<file path="config.mk">
export PLATFORM = sky130hd
export DESIGN_NAME = wb_writer
export DESIGN_NICKNAME = d
export VERILOG_FILES = /design/src/rtl/wb_writer.sv
export SDC_FILE = /design/constraint.sdc
export NUM_CORES = 1
export LEC_CHECK = 0
export BUFFER_PORTS_ARGS = -buffer_cell sky130_fd_sc_hd__buf_4
export CORE_MARGIN = 2
export CORE_UTILIZATION = 58
export CTS_CLUSTER_DIAMETER = 80
export DETAILED_ROUTE_END_ITERATION = 7
export PLACE_DENSITY = 0.94
export SYNTH_ARGS = -nofsm -noshare
export SYNTH_HDL_FRONTEND = slang
export SYNTH_SLANG_ARGS = --single-unit
</file>
<file path="constraint.sdc">
create_clock -name clk -period 3.5 [get_ports clk]
set_clock_uncertainty 0.05 [all_clocks]
set_input_delay 0.35 -clock clk [delete_from_list [all_inputs] [get_ports clk]]
set_output_delay 0.35 -clock clk [all_outputs]
set_load 0.02 [all_outputs]
</file>
<file path="src/rtl/wb_writer.sv">
// wb_writer: write-back stage; formats load data, drives the regfile write port,
// tracks pending register writers for ID and counts retired instructions.
module wb_writer #(
  parameter int XLEN    = 32,
  parameter int RADDR_W = 5,
  parameter int CNT_W   = 64
)(
  input  logic               clk,
  input  logic               rst,
  input  logic               stall_i,
  input  logic               flush_i,
  input  logic               mem_valid_i,
  input  logic               mem_we_i,
  input  logic [RADDR_W-1:0] mem_waddr_i,
  input  logic [XLEN-1:0]    mem_wdata_i,
  input  logic               mem_is_load_i,
  input  logic [2:0]         mem_funct3_i,
  input  logic [1:0]         mem_boff_i,
  input  logic               issue_i,
  input  logic [RADDR_W-1:0] issue_rd_i,
  input  logic [RADDR_W-1:0] raddr1_i,
  input  logic [RADDR_W-1:0] raddr2_i,
  output logic               wb_we_o,
  output logic [RADDR_W-1:0] wb_waddr_o,
  output logic [XLEN-1:0]    wb_wdata_o,
  output logic               busy1_o,
  output logic               busy2_o,
  output logic [CNT_W-1:0]   instret_o
);
  localparam int NREG = 1 << RADDR_W;
  logic [NREG-1:0] pending, set_mask, clr_mask;
  logic [7:0]      lb;
  logic [15:0]     lh;
  logic [XLEN-1:0] fmt;
  assign lb  = mem_wdata_i[{mem_boff_i, 3'b000} +: 8];
  assign lh  = mem_wdata_i[{mem_boff_i[1], 4'b0000} +: 16];
  assign fmt = mem_funct3_i == 3'b000 ? {{(XLEN-8){lb[7]}}, lb}
             : mem_funct3_i == 3'b001 ? {{(XLEN-16){lh[15]}}, lh}
             : mem_funct3_i == 3'b100 ? {{(XLEN-8){1'b0}}, lb}
             : mem_funct3_i == 3'b101 ? {{(XLEN-16){1'b0}}, lh}
             : mem_wdata_i;
  // set is applied after clear so a younger writer of the same rd stays pending
  assign set_mask = (issue_i && issue_rd_i != '0) ? NREG'(1) << issue_rd_i : '0;
  assign clr_mask = (wb_we_o && !stall_i) ? NREG'(1) << wb_waddr_o : '0;
  always_ff @(posedge clk) begin
    if (rst) begin
      wb_we_o    <= 1'b0;
      wb_waddr_o <= '0;
      wb_wdata_o <= '0;
      instret_o  <= '0;
      pending    <= '0;
    end else if (flush_i) begin
      wb_we_o <= 1'b0;
      pending <= '0;
    end else begin
      pending <= (pending & ~clr_mask) | set_mask;
      if (!stall_i) begin
        wb_we_o    <= mem_valid_i & mem_we_i & (mem_waddr_i != '0);
        wb_waddr_o <= mem_waddr_i;
        wb_wdata_o <= mem_is_load_i ? fmt : mem_wdata_i;
        instret_o  <= instret_o + CNT_W'(mem_valid_i);
      end
    end
  end
  // the in-flight write is forwarded by the regfile, so it no longer counts as busy
  assign busy1_o = pending[raddr1_i] & ~(wb_we_o & (wb_waddr_o == raddr1_i));
  assign busy2_o = pending[raddr2_i] & ~(wb_we_o & (wb_waddr_o == raddr2_i));
endmodule

</file>
# After elaboration in Yosys (flattened, before gate mapping)
# Cells that the tools add are included.
[word_totals]
wordCells = 49
register_bits = 134
input_bits = 65
output_inout_bits = 104
[classes]
eq_ne = 5
n_mux = 11
shifts = 4
add_sub_neg = 1
bitwise = 13
n_lt_le_gt_ge = 2
reduce_logical = 8
[ops]
columns = ["operator", "count"]
rows = [
  ["32-bit 2-to-1 mux", 7],
  ["64-bit by 1-bit adder with 64-bit output", 1],
  ["1-bit by 5-bit left shift with 32-bit output, first input constant", 2],
  ["32-bit AND", 1],
  ["32-bit inverter", 1],
  ["32-bit OR", 1],
  ["32-bit by 6-bit indexed part select with 16-bit output", 1],
  ["32-bit by 6-bit indexed part select with 8-bit output", 1],
  ["5-bit by 6-bit less-than comparator with 1-bit output, second input constant", 2],
  ["1-bit binary-select mux with 5-bit select", 2],
  ["5-bit equality test", 2],
  ["5-bit nonzero test", 2],
  ["1-bit AND", 6],
  ["3-bit equality test, second input constant", 2],
  ["1-bit inverter", 4],
  ["3-bit by 1-bit equality test with 1-bit output, second input constant", 1],
  ["3-bit zero test", 1],
  ["1-bit logical AND", 2],
  ["1-bit 2-to-1 mux", 2],
  ["2-bit AND reduction", 1],
  ["2-bit OR reduction", 1],
  ["1-bit zero test", 1],
]

# Longest topological paths before layout
[depth]
word_depth = 6
mapped_depth = 8
ltp_nobuf = 7

# Worst setup path after synthesis
# No wires, ideal clock.
[synth_path]
path_type = "in2out"
from = "input port raddr2_i[1]"
to = "output port busy2_o"
required_ns = 3.100
path_slack_ns = 1.298
path_buffers = 1
arrival_ns = 1.802
path_stages = 5
path_cell_list = "clkbuf_1 > mux4_2 > mux2i_1 > mux4_2 > a31oi_1"
[synth_via]
elab_chain_cells = 4
elab_cells_between_ends = 6
cone_classes = "eq/ne (1); mux (2); bitwise (3)"
[synth_lines]
columns = ["item", "line_no", "source"]
rows = [
  ["start: declaration", "22", "input logic [RADDR_W-1:0] raddr2_i,"],
  ["branches (longest 3 deep; another with 1-bit binary-select mux with 5-bit select)", "n/a", ""],
  ["1-bit AND (*)", "67", "assign busy2_o = pending[raddr2_i] & ~(wb_we_o & (wb_waddr_o == raddr2_i));"],
  ["end: declaration", "27", "output logic busy2_o,"],
]
# Every way passes the cells marked *. The select of a mux whose other input is x is not followed.

# Worst setup path after layout
[layout_path]
from = "register instret_o[18]"
to = "register instret_o[44]"
[layout_via]
elab_chain_cells = 1
[layout_lines]
columns = ["item", "line_no", "source"]
rows = [
  ["start: declaration", "28", "output logic [CNT_W-1:0] instret_o"],
  ["start signal: assignment", "61", "instret_o <= instret_o + CNT_W'(mem_valid_i);"],
  ["64-bit by 1-bit adder with 64-bit output", "61", ""],
]
# Every way passes these cells.
# A chain may end at the register's enable or synchronous reset.

==> impl_results.md <==
* Finished Cell Area at 8620 µm²
* # rows at 39
* Max cap viols at 0
* Layout cells sized above 1 at 26.0%
* Seq cells post-synth at 134
* Ant. Diodes at 0
* CTS H-Tree Depth at 4
* Syn-to-layout area delta at 26.6%
* Average wire per standard cell at 17.7 µm
* Slowest CP cell: or4_1
* Fillers at 773
* Power density cells at 420 nW/µm²
* Power Internal at 2.73 mW
* Die ar. at 12600 µm²
* Worst min-delay path class: input pin to register
* Clk buf depth at 2
* Unrepaired setup endpoints after global routing: no
* Outcome: finished, final reports clean
* Register area share after synthesis at 39.4%
* Max-slew violations at 0
* Post-synth EDFFs at 0
* Primary FF master, synth: dfxtp_1
* CP Class: register to register
* Tightest Pin Transition at 925 ps
* Initial antenna violation count at 0
* Gr usage total at 30.0%
* Post-synthesis instance area at 6810 µm²
* Net count after synthesis at 858
* Setup WS pre-CTS at 974 ps
* Switching portion of total power at 24.5%
* Port buffer count at 168
* Detail Placement HPWL at 13.3 mm
* Die Width at 112 µm
* Post-CTS setup buffers at 0
* Vias in the first global route at 6272
* Maximum VDD drop at 0.324 mV
* Worst Path Required at 3800 ps
* First-pass GRT wire length at 30.8 mm
* # IOs at 169
* 1st-pass router iterations at 5
* Initial DRC count at 636
* Slew Limit Headroom at 38.3%
* Sw Pwr at 0.886 mW
* Peak fanout along the critical path at 15
* Part of the power in registers at 43.8%
* Distinct cells, synth at 55
* Post-CTS sizing at 0
* GP Congestion at 0.898
* Crit share post-route at 74.0%
* Synth Warn # at 0
* TritonCTS clock tree: built
* Total routed wirelength at 19.2 mm
* Routed vias/inst at 6.27
* Clock transition at path regs at 60 ps
* Cell taking the most area after synthesis: dfxtp_1
* Clk sinks at 134
* Critical path, cell by cell: nand4_2 > nor4_4 > nand4_1 > or4_1 > a21oi_1
* Die height at 112 µm
* Peak Freq at 386 MHz
* Crit-path max cell delay at 580 ps
* Largest net degree at the start of global routing at 88
* Combinational share of power at 9.7%
* Antenna-violating nets left at 0
* Synth area leaders: dfxtp_1 39%, a21oi_1 6.3%, mux4_2 6.3%
* # hold bufs at CTS at 0
* Top-area cell type share of the netlist area at 39.4%
* Clock Power Share at 46.5%
* Final setup vio count at 0
* Placed cell area at 8070 µm²
* Crit path launch type: register
* Core Footprint at 11400 µm²
* GRT overflow at 0
* Clk Tree Root Cell: clkbuf_16
* Starting Density at 59.6%
* Average size of a mapped cell at 8.60 µm²
* # nets final at 996
* CP endpoint kind: register
* WP data arrival at 2890 ps
* Final hold vios at 0
* Crit path time final at 2590 ps
* Setup ws final at 910 ps
* Residual DRC at 0
* Leakage at 3.24 nW
* Vias after detailed routing at 6792
* Synthesized netlist cell count at 791
* Clock insertion delay at the later pin of the skew report at 420 ps
* Total CTS buffers at 17
* Setup TNS at 0 ps
* FFs w/ async S/R, synth at 0%
==> kinds of logic (layout without fill, tap and decap cells) <==
logic type,after synthesis,after routing,synth area share (%)
AND/OR/NAND/NOR,313,313,24.2
AO/OA/AOI/OAI,200,200,18.1
flip-flops,134,134,39.4
buffers and inverters,66,216,3.84
multiplexers,39,39,9.26
XOR/XNOR,37,37,4.76
adder cells (fa/ha/maj),2,2,0.368
==> metrics by stage <==
step	hold slack (ps)	utilization, %	cells	power, mW
after CTS	126	75.5	1084	3.62
final	139	75.5	1084	3.62
after global placement	411	70.7	1053	1.95
after floorplan	410	-	791	1.81
after global routing	144	75.5	1084	3.72
after detailed placement	417	70.7	1053	1.96
==> cell usage after synthesis (7+ instances only) <==
library cell	count
nor2_1	65
or3_1	15
xor2_1	18
a221oi_1	7
nand3_1	35
and4_1	8
mux4_2	19
inv_1	14
and3_1	7
a21oi_1	86
o31ai_1	19
o221a_1	9
nand4_1	20
or4_1	19
o21ai_0	33
or2_2	8
buf_2	11
clkbuf_1	39
a211oi_1	7
nor2b_1	9
nor3_1	14
o21ai_1	20
xnor2_1	19
mux2i_1	18
o221a_2	7
nand2_1	80
dfxtp_1	134
==> cells in the final DEF, fill, tap and decap left out, drive strengths merged, types with 22 or more instances in the layout <==
| cell | count |
|---|---|
| buf | 171 |
| dfxtp | 134 |
| a21oi | 86 |
| nand2 | 80 |
| nor2 | 65 |
| o21ai | 53 |
| nand3 | 35 |
| nand4 | 23 |
| clkbuf | 22 |
==> critical path: cells and delay by family (launching register included) <==
kind             cells  cell delay [ps]
AND/OR/NAND/NOR      4             1820
flip-flops           1              500
AO/OA/AOI/OAI        1              140
==> state kept, by name, indices dropped and copies added, names as in the netlist <==
| signal | count |
|---|---|
| wb_wdata_o | 32 |
| wb_we_o | 1 |
| wb_waddr_o | 5 |
| pending | 32 |
| instret_o | 64 |
==> worst paths after layout <==
kind,cells past startpoint,startpoint,slack (ps),endpoint
worst min-delay path,3,mem_waddr_i[2],140,wb_waddr_o[2]
worst max register to register,5,instret_o[18],910,instret_o[44]
worst min register to register,2,instret_o[0],430,instret_o[0]
worst max-delay path,5,instret_o[18],910,instret_o[44]
==> per-layer routing <==
| layer | vias to the layer above | GRT usage (%) | wire (µm) |
|---|---|---|---|
| li1 | 3196 | - | - |
| met1 | 3207 | 38.1 | 7740 |
| met2 | 344 | 49.0 | 9270 |
| met3 | 45 | 7.40 | 1690 |
| met4 | 0 | 12.7 | 500 |
| met5 | - | 0 | 0 |
==> power groups by stage <==
stage | Combinational (mW) | Clock (mW) | Sequential [mW]
2_1_floorplan | 0.170 | 0 | 1.64
6_report | 0.352 | 1.68 | 1.58
3_3_place_gp | 0.341 | 0 | 1.61
3_5_place_dp | 0.348 | 0 | 1.61
4_1_cts | 0.350 | 1.69 | 1.58
5_1_grt | 0.378 | 1.76 | 1.59
==> layout make-up <==
type	instances	area, µm²	share of cell area (%)
sequential	134	2680	31.1
clock buffer	22	474	5.50
multi-input combinational	591	3870	44.9
clock inverter	9	77.6	0.900
inverter	14	52.6	0.610
tap	143	179	2.08
timing repair buffer	171	1280	14.9
(Power assumes the default switching activity.)
